$ cat src/rtl/icache_direct_if.sv
// Signal bundle between icache_direct, the instruction fetcher and the memory controller word port.
// Handshakes: start_fetch is a level request held until the one-cycle fetch_ready pulse;
// mem_req is held with a stable mem_addr until the one-cycle mem_ready pulse.
interface icache_direct_if;
    logic        rob_clear_up;
    logic [31:0] pc;
    logic        start_fetch;
    logic        fetch_ready;
    logic [31:0] inst;
    logic [31:0] inst_addr;
    logic        mem_req;
    logic [31:0] mem_addr;
    logic        mem_ready;
    logic [31:0] mem_data;

    modport slave (
        input  rob_clear_up, pc, start_fetch, mem_ready, mem_data,
        output fetch_ready, inst, inst_addr, mem_req, mem_addr
    );

    modport master (
        output rob_clear_up, pc, start_fetch, mem_ready, mem_data,
        input  fetch_ready, inst, inst_addr, mem_req, mem_addr
    );
endinterface

$ cat src/rtl/icache_direct.sv
// Direct-mapped one-word-per-line instruction cache between the fetcher and the memory word port.
// Define ICACHE_STATS_EN to add the hit_cnt/miss_cnt counters.
module icache_direct #(
    parameter int INDEX_BITS = 6
) (
    input  logic           clk_in,
    input  logic           rst_in,
    input  logic           rdy_in,
    icache_direct_if.slave bus,
`ifdef ICACHE_STATS_EN
    output logic [31:0]    hit_cnt,
    output logic [31:0]    miss_cnt,
`endif
    output logic [1:0]     dbg_state_o
);
    localparam int TAG_BITS = 30 - INDEX_BITS;
    localparam int LINES    = 1 << INDEX_BITS;

    typedef enum logic [1:0] {
        IDLE      = 2'd0,
        MISS_WAIT = 2'd1,
        DRAIN     = 2'd2
    } state_e;

    state_e              state_q;
    logic [LINES-1:0]    valid_q;
    logic [TAG_BITS-1:0] tag_q  [LINES];
    logic [31:0]         data_q [LINES];
    logic [29:0]         pc_q;
    logic                fetch_ready_q;
    logic [31:0]         inst_q;
    logic [31:0]         inst_addr_q;
    logic                mem_req_q;
    logic [31:0]         mem_addr_q;

    logic [INDEX_BITS-1:0] req_idx;
    logic [INDEX_BITS-1:0] fill_idx;
    logic [TAG_BITS-1:0]   req_tag;
    logic [TAG_BITS-1:0]   fill_tag;
    logic                  lookup_hit;
    logic                  accept;
    logic                  fill;
    logic                  unused_pc_bits;

    assign req_idx        = bus.pc[INDEX_BITS+1:2];
    assign req_tag        = bus.pc[31:INDEX_BITS+2];
    assign fill_idx       = pc_q[INDEX_BITS-1:0];
    assign fill_tag       = pc_q[29:INDEX_BITS];
    assign unused_pc_bits = ^bus.pc[1:0];

    // fetch_ready_q blocks re-serving the stale pc while the fetcher still holds start_fetch.
    assign lookup_hit = valid_q[req_idx] && (tag_q[req_idx] == req_tag);
    assign accept     = (state_q == IDLE) && bus.start_fetch && !bus.rob_clear_up && !fetch_ready_q;
    assign fill       = (state_q != IDLE) && bus.mem_ready;

    always_ff @(posedge clk_in or negedge rst_in) begin
        if (!rst_in) begin
            state_q       <= IDLE;
            valid_q       <= '0;
            pc_q          <= '0;
            fetch_ready_q <= 1'b0;
            inst_q        <= '0;
            inst_addr_q   <= '0;
            mem_req_q     <= 1'b0;
            mem_addr_q    <= '0;
        end else if (rdy_in) begin
            fetch_ready_q <= 1'b0;
            if (fill) valid_q[fill_idx] <= 1'b1;
            case (state_q)
                IDLE: begin
                    if (accept) begin
                        if (lookup_hit) begin
                            fetch_ready_q <= 1'b1;
                            inst_q        <= data_q[req_idx];
                            inst_addr_q   <= {bus.pc[31:2], 2'b00};
                        end else begin
                            mem_req_q  <= 1'b1;
                            mem_addr_q <= {bus.pc[31:2], 2'b00};
                            pc_q       <= bus.pc[31:2];
                            state_q    <= MISS_WAIT;
                        end
                    end
                end
                MISS_WAIT: begin
                    if (bus.mem_ready) begin
                        mem_req_q <= 1'b0;
                        state_q   <= IDLE;
                        if (!bus.rob_clear_up) begin
                            fetch_ready_q <= 1'b1;
                            inst_q        <= bus.mem_data;
                            inst_addr_q   <= {pc_q, 2'b00};
                        end
                    end else if (bus.rob_clear_up) begin
                        state_q <= DRAIN;
                    end
                end
                DRAIN: begin
                    // The in-flight read still completes and fills its line; no response is given.
                    if (bus.mem_ready) begin
                        mem_req_q <= 1'b0;
                        state_q   <= IDLE;
                    end
                end
                default: state_q <= IDLE;
            endcase
        end
    end

    always_ff @(posedge clk_in) begin
        if (rdy_in && fill) begin
            data_q[fill_idx] <= bus.mem_data;
            tag_q[fill_idx]  <= fill_tag;
        end
    end

`ifdef ICACHE_STATS_EN
    logic [31:0] hit_cnt_q;
    logic [31:0] miss_cnt_q;

    always_ff @(posedge clk_in or negedge rst_in) begin
        if (!rst_in) begin
            hit_cnt_q  <= '0;
            miss_cnt_q <= '0;
        end else if (rdy_in && accept) begin
            if (lookup_hit) hit_cnt_q  <= hit_cnt_q + 32'd1;
            else            miss_cnt_q <= miss_cnt_q + 32'd1;
        end
    end

    assign hit_cnt  = hit_cnt_q;
    assign miss_cnt = miss_cnt_q;
`endif

    assign bus.fetch_ready = fetch_ready_q;
    assign bus.inst        = inst_q;
    assign bus.inst_addr   = inst_addr_q;
    assign bus.mem_req     = mem_req_q;
    assign bus.mem_addr    = mem_addr_q;
    assign dbg_state_o     = state_q;
endmodule

$ cat src/flat_wrapper.sv
// flat-port wrapper written by rule: the top's interface ports become plain ports
module icache_direct_flat 
#(
    parameter int INDEX_BITS = 6
)
  (clk_in, rst_in, rdy_in, dbg_state_o, bus_rob_clear_up, bus_pc, bus_start_fetch, bus_mem_ready, bus_mem_data, bus_fetch_ready, bus_inst, bus_inst_addr, bus_mem_req, bus_mem_addr);
  icache_direct_if bus_i ();
  input  logic clk_in;
  input  logic rst_in;
  input  logic rdy_in;
  output logic [1:0] dbg_state_o;
  input wire logic [$bits(bus_i.rob_clear_up)-1:0] bus_rob_clear_up;
  input wire logic [$bits(bus_i.pc)-1:0] bus_pc;
  input wire logic [$bits(bus_i.start_fetch)-1:0] bus_start_fetch;
  input wire logic [$bits(bus_i.mem_ready)-1:0] bus_mem_ready;
  input wire logic [$bits(bus_i.mem_data)-1:0] bus_mem_data;
  output wire logic [$bits(bus_i.fetch_ready)-1:0] bus_fetch_ready;
  output wire logic [$bits(bus_i.inst)-1:0] bus_inst;
  output wire logic [$bits(bus_i.inst_addr)-1:0] bus_inst_addr;
  output wire logic [$bits(bus_i.mem_req)-1:0] bus_mem_req;
  output wire logic [$bits(bus_i.mem_addr)-1:0] bus_mem_addr;
  assign bus_i.rob_clear_up = bus_rob_clear_up;
  assign bus_i.pc = bus_pc;
  assign bus_i.start_fetch = bus_start_fetch;
  assign bus_i.mem_ready = bus_mem_ready;
  assign bus_i.mem_data = bus_mem_data;
  assign bus_fetch_ready = bus_i.fetch_ready;
  assign bus_inst = bus_i.inst;
  assign bus_inst_addr = bus_i.inst_addr;
  assign bus_mem_req = bus_i.mem_req;
  assign bus_mem_addr = bus_i.mem_addr;
  icache_direct #(.INDEX_BITS(INDEX_BITS)) u_core (.clk_in(clk_in), .rst_in(rst_in), .rdy_in(rdy_in), .bus(bus_i), .dbg_state_o(dbg_state_o));
endmodule
$ cat config.mk
export PLATFORM = sky130hd
export DESIGN_NAME = icache_direct_flat
export DESIGN_NICKNAME = d
export VERILOG_FILES = /design/src/rtl/icache_direct_if.sv /design/src/rtl/icache_direct.sv /design/src/flat_wrapper.sv
export SDC_FILE = /design/constraint.sdc
export NUM_CORES = 2
export LEC_CHECK = 0
export ABC_AREA = 1
export CORE_MARGIN = 4
export CORE_UTILIZATION = 45
export DETAILED_ROUTE_END_ITERATION = 6
export HOLD_SLACK_MARGIN = 0.15
export PLACE_DENSITY = 0.65
export SLEW_MARGIN = 20
export SYNTH_ARGS = -nofsm -noshare
export SYNTH_HDL_FRONTEND = slang
export SYNTH_SLANG_ARGS = --single-unit
$ cat constraint.sdc
create_clock -name clk_in -period 5.4 [get_ports clk_in]
set_input_delay 0.81 -clock clk_in [delete_from_list [all_inputs] [get_ports clk_in]]
set_output_delay 0.81 -clock clk_in [all_outputs]
set_load 0.05 [all_outputs]
-- After elaboration in Yosys (flattened, before gate mapping)
Memories as Yosys holds them, arrays and structs flattened.
Cells that the tools add are included.
- $lt $le $gt $ge: 3
- equal/unequal tests: 11
- multiplexer cells: 31
- bitwise operators: 2
- reduce and logical (&&, ||, !) cells: 19
- operator list (cell ; number):
    2-to-1 mux 32 bit ; 8
    one-hot mux 32 bit (2 select lines) ; 2
    bitwise OR 64 bit ; 1
    equality test 24 bit ; 1
    < comparator 6 x 7 -> 1 bit, second input constant ; 2
    2-to-1 mux 1 bit ; 11
    2-to-1 mux 2 bit ; 5
    AND reduction 5 bit ; 2
    inequality test 2 bit, second input constant ; 4
    logical AND 1 bit ; 7
    binary-select mux 1 bit (select 6 bit) ; 1
    demux 1 bit (select 6 bit) ; 1
    greater-or-equal comparator 6 x 1 -> 1 bit, second input constant ; 1
    inequality test 2 x 1 -> 1 bit, second input constant ; 3
    one-hot mux 2 bit (3 select lines) ; 1
    AND reduction 6 bit ; 1
    nonzero test 2 bit ; 3
    one-hot mux 1 bit (2 select lines) ; 2
    AND reduction 4 bit ; 1
    inequality test 3 bit, second input constant ; 1
    equality test 2 x 1 -> 1 bit, second input constant ; 1
    equality test 2 bit, second input constant ; 1
    zero test 1 bit ; 2
    zero test 2 bit ; 1
    3 further kinds ; 3
- register bits: 162
- memory bits (writable): 3584
- output and inout port bits: 100
- memories: 2
- memory list (memory ; depth ; width ; read ports ; clocked after Yosys merged registers in ; write ports ; RTL line ; source):
    u_core.data_q ; 64 ; 32 ; 1 ; 0 ; 1 ; icache_direct.sv:28 ; logic [31:0] data_q [LINES];
    u_core.tag_q ; 64 ; 24 ; 1 ; 0 ; 1 ; icache_direct.sv:27 ; logic [TAG_BITS-1:0] tag_q [LINES];

-- Depth between registers and ports, before layout
- word-level depth: 6
- depth in mapped cells: 26
- mapped depth without buffers: 22

-- Least setup slack after synthesis
OpenSTA, ideal clock, no wires.
- path kind: reg-to-reg
- start: register u_core.state_q[0], in the netlist u_core.dbg_state_o[0]
- end: memory u_core.data_q[12][0], enable pin
- arrival: 4.272 ns
- data required time: 4.929 ns
- setup slack: 0.657 ns
- stages on the path, launching flop included: 9
- period minus slack after synthesis: 4.743 ns
- path through: dfrtp_1 > inv_1 > ha_1 > clkbuf_1 > nor3_1 > inv_1 > nor2_1 > nand3_1 > nor2_1
- cells in the longest elaborated chain, start to end: 5
- ends and longest elaborated chain (element ; RTL line ; source):
    start: declaration ; icache_direct.sv:25 ; state_e state_q;
    start signal: assignment ; icache_direct.sv:58 ; state_q <= IDLE;
    start signal: assignment ; icache_direct.sv:80 ; state_q <= MISS_WAIT;
    start signal: assignment ; icache_direct.sv:87 ; state_q <= IDLE;
    nonzero test 2 bit ; icache_direct.sv:54 ; assign fill = (state_q != IDLE) && bus.mem_ready;
    logical AND 1 bit ; icache_direct.sv:54 ;
    logical AND 1 bit ; icache_direct.sv:110 ; if (rdy_in && fill) begin
    2-to-1 mux 1 bit ; icache_direct.sv:110 ;
    2-to-1 mux 1 bit (not written as such) ; icache_direct.sv:111 ; data_q[fill_idx] <= bus.mem_data;
    end: declaration ; icache_direct.sv:28 ;
Every way passes these cells.

-- Final worst setup path
- start: input port bus_pc[2]
- end: register u_core.pc_q[26]
- cells in the longest elaborated chain, start to end: 5
- elaborated cells on any way between the ends: 7
- classes of those cells: 1 x eq/ne; 2 x mux; 1 x bitwise; 2 x reduce/logical; 1 x memory
- ends and longest elaborated chain (element ; RTL line ; source):
    start: declaration ; flat_wrapper.sv:13 ; input wire logic [$bits(bus_i.pc)-1:0] bus_pc;
    memory read (64 x 24 bit) / binary-select mux 1 bit (select 6 bit) (equally long branches) ; -- ;
    equality test 24 bit / 2-to-1 mux 1 bit (equally long branches) ; icache_direct.sv:52 ; assign lookup_hit = valid_q[req_idx] && (tag_q[req_idx] == req_tag);
    logical AND 1 bit * ; icache_direct.sv:52 ;
    inverter 1 bit (no source line) * ; -- ;
    AND reduction 4 bit (no source line) * ; -- ;
    end signal: assignment ; icache_direct.sv:79 ; pc_q <= bus.pc[31:2];
    end: declaration ; icache_direct.sv:29 ; logic [29:0] pc_q;
Mark *: on every way between the ends. The rest lies on a longest branch, timed or not. The select of a mux whose other input is x is not followed.
A chain may end at the register's enable or synchronous reset.

==> results.cfg <==
[placed_design]
io_buffers = 163
dp_slack_ps = 553
hpwl_mm = 242
place.gp.congestion = 0.828
dp_cells = 15800
post_dp_cell_area_um2 = 157000

[sta]
relSlewSlack_pct = 26.1
setup_tns_ps = 0
layout_min_cycle_time_ps = 4040
maxSlewViolCount = 0
fin_skew_ps = 59.6
fin_ws_ps = 1360
grt_setup_unrepaired = false
max_freq_mhz = 247
min_period_over_period_pct = 74.9
setup_violations = 0
final_hold_viol_count = 0
worstMarginPinSlew_ps = 1110
hold_slack_ps = 387

[routing]
drc = 1
met1_length_mm = 173
drt-wirelength-per-cell_um = 28.6
dr_wl_met2_mm = 215
drt-initial-drc-count = 15600
maxUsedRoutingLayer = met5
ant_nets = 0
first_pass_iters = 7
dr_total_vias = 102000
wirelength_mm = 472
vias_per_cell = 6.18
wl_met3_mm = 59.6

[min_path]
hold_end = u_core.data_q[42][14]$_DFFE_PP_
hold_path.class = in2reg
min_delay_path_depth = 1
min_from = bus_mem_data[14]

[yosys]
synth_seq_cells = 3744
yosys.cell_count.top_type = edfxtp_1
syn_inst = 11800
syn_avg_cell_area_um2 = 12.7
yosysWarnings = 0
yosys-top-cells-area = edfxtp_1 72%, nand3_1 5.6%, nand2_1 5.0%
synth_async_sr_flop_share_pct = 4.27
yosys.area.top_type = edfxtp_1
synth_cell_types = 41
synth_ff_type = edfxtp_1
netlist_top_cells_count = 3584 x edfxtp_1, 1993 x nand2_1, 1672 x nand3_1
synth_seq_area_share_pct = 75.0
synth.top_cell.area_share_pct = 72.4
netlist_area_um2 = 149000
synth_edf_count = 3584

[power_and_ir_drop]
pwr-share-comb_pct = 12.3
power_leakage_nw = 57.0
p_switching_mw = 18.0
p_clk_share_pct = 37.0
sequentialPowerShare_pct = 50.7
p_int_mw = 50.7
switching_share_pct = 26.2
pwr_density_cell_nw_per_um2 = 406
max-vdd-ir-drop_uv = 506

[final_layout]
syn_to_final_growth_pct = 13.7
fin_area_um2 = 169000
final_cells = 16500
nets = 11900
drive_above_1_share_pct = 9.31

[clock_tree]
cts_inserted_buffers = 371
tritoncts = done
cts.repair.resized = 0
h-tree-depth = 5
post-cts-setup-buffers = 0
cts_root_buf = clkbuf_16
clockBufferDepth = 4
clk_pin_slew_ps = 60
clkLatencyLatePin_ps = 910
hold_buffers = 1
clock-sinks = 3744

[setup_path]
reg2reg_slack_ps = 1650
critPathKind = in2reg
reg2regPathDepth = 9
worstSetupStartpointType = input pin
worstPathMaxFanout = 58
cp-end-kind = flip-flop
r2r_start = u_core.dbg_state_o[0]$_DFFE_PN0P_
arrival_ps = 4820
required_ps = 6180
timing.rr.end = u_core.tag_q[56][4]$_DFFE_PP_

[global_routing]
grt_start_max_net_pins = 229
antenna_found_initial = 24
grt_usage_pct = 26.8
overflow = 0
grt_pass1_vias = 95300
grt_first_pass_wirelength_mm = 666

[run_status]
violations = DRC
status = finished with violations

[floorplan]
die_h_um = 583
core-area_um2 = 328000
io_pins = 170
dieWidth_um = 583
initial_core_util_pct = 45.3
rows = 210
die_area_um2 = 340000

[run]
max_cap_viol_count = 0
==> final cells by class <==
type | instances | area, µm²
inverter | 60 | 269
fill | 26900 | 159000
timing repair buffer | 573 | 6660
antenna | 8 | 20.0
clock buffer | 490 | 10100
tap | 4346 | 5440
sequential | 3744 | 112000
multi-input combinational | 7125 | 33300
clock inverter | 183 | 1780
==> worst max-delay path by stage <==
stage	start	to	slack, ps
final	bus_pc[2]	u_core.pc_q[26]$_DFFE_PN0P_	1360
after global routing	bus_pc[2]	u_core.pc_q[19]$_DFFE_PN0P_	1230
after CTS	bus_pc[2]	u_core.pc_q[23]$_DFFE_PN0P_	1480
after detailed placement	bus_pc[2]	u_core.pc_q[23]$_DFFE_PN0P_	550
after global placement	bus_pc[2]	u_core.pc_q[26]$_DFFE_PN0P_	590
after floorplan	u_core.dbg_state_o[0]$_DFFE_PN0P_	u_core.data_q[12][0]$_DFFE_PP_	660
==> power by group through the flow <==
| stage | combinational [mW] | clock (mW) | sequential [mW] |
|---|---|---|---|
| detailed placement | 8.34 | 0 | 35.5 |
| finish | 8.46 | 25.4 | 34.9 |
| CTS | 8.37 | 25.6 | 34.9 |
| global placement | 8.17 | 0 | 35.4 |
| global route | 8.97 | 26.8 | 34.9 |
| floorplan | 2.92 | 0 | 36.9 |
==> flip-flops by register name (all words and copies together) (netlist names) <==
name	flops
u_core.valid_q	64
u_core.pc_q	30
u_core.bus.inst_addr	30
u_core.bus.fetch_ready	1
u_core.data_q	2048
u_core.bus.mem_req	1
u_core.dbg_state_o	2
u_core.tag_q	1536
u_core.bus.inst	32
==> cells in the final DEF, fill, tap and decap left out, types with 50 or more instances in the layout <==
cell type / count
dfrtp_1: 142
edfxtp_1: 3584
clkdlybuf4s50_1: 124
o21ai_0: 1343
clkbuf_1: 96
clkinv_1: 60
nor2_4: 67
o22ai_1: 480
nand3_1: 1672
nand2_1: 1993
clkinv_2: 64
buf_4: 243
nor2_1: 1269
clkbuf_16: 380
buf_12: 167
o221ai_1: 97
or2_2: 67
inv_1: 50
==> routing by layer <==
layer | up-vias | track usage, %
met1 | 50800 | 36.2
met5 | - | 0
li1 | 43300 | -
met4 | 12 | 12.2
met3 | 1220 | 5.83
met2 | 6822 | 41.8
==> per-stage QoR <==
step | util, % | power, mW
after floorplan | - | 39.8
after CTS | 51.5 | 68.8
after global routing | 51.5 | 70.7
final | 51.6 | 68.7
after global placement | 47.9 | 43.6
after detailed placement | 47.9 | 43.8
==> worst max-delay path, stage by stage <==
cell,delay [ps]
buf_12,180
inv_8,380
buf_12,360
buf_4,370
nand2_1,100
nand3_1,80
nand3_1,70
nand3_1,100
nand3_1,110
nand3_1,150
nand2_1,100
nand2_1,70
o21ai_1,100
nor2_1,120
nand3_1,130
nor2_2,520
nand2_4,150
nand3_2,170
buf_4,320
nand2_1,90
o21ai_0,110
==> kinds of logic after synthesis <==
logic type | count (synthesis) | synth area share [%]
AO/OA/AOI/OAI | 2038 | 7.62
XOR/XNOR | 1 | 0.00589
adder cells (fa/ha/maj) | 3 | 0.0252
buffers and inverters | 893 | 2.92
flip-flops | 3744 | 75.0
other | 1 | 0.00252
AND/OR/NAND/NOR | 5079 | 14.4
(Power assumes the default switching activity.)
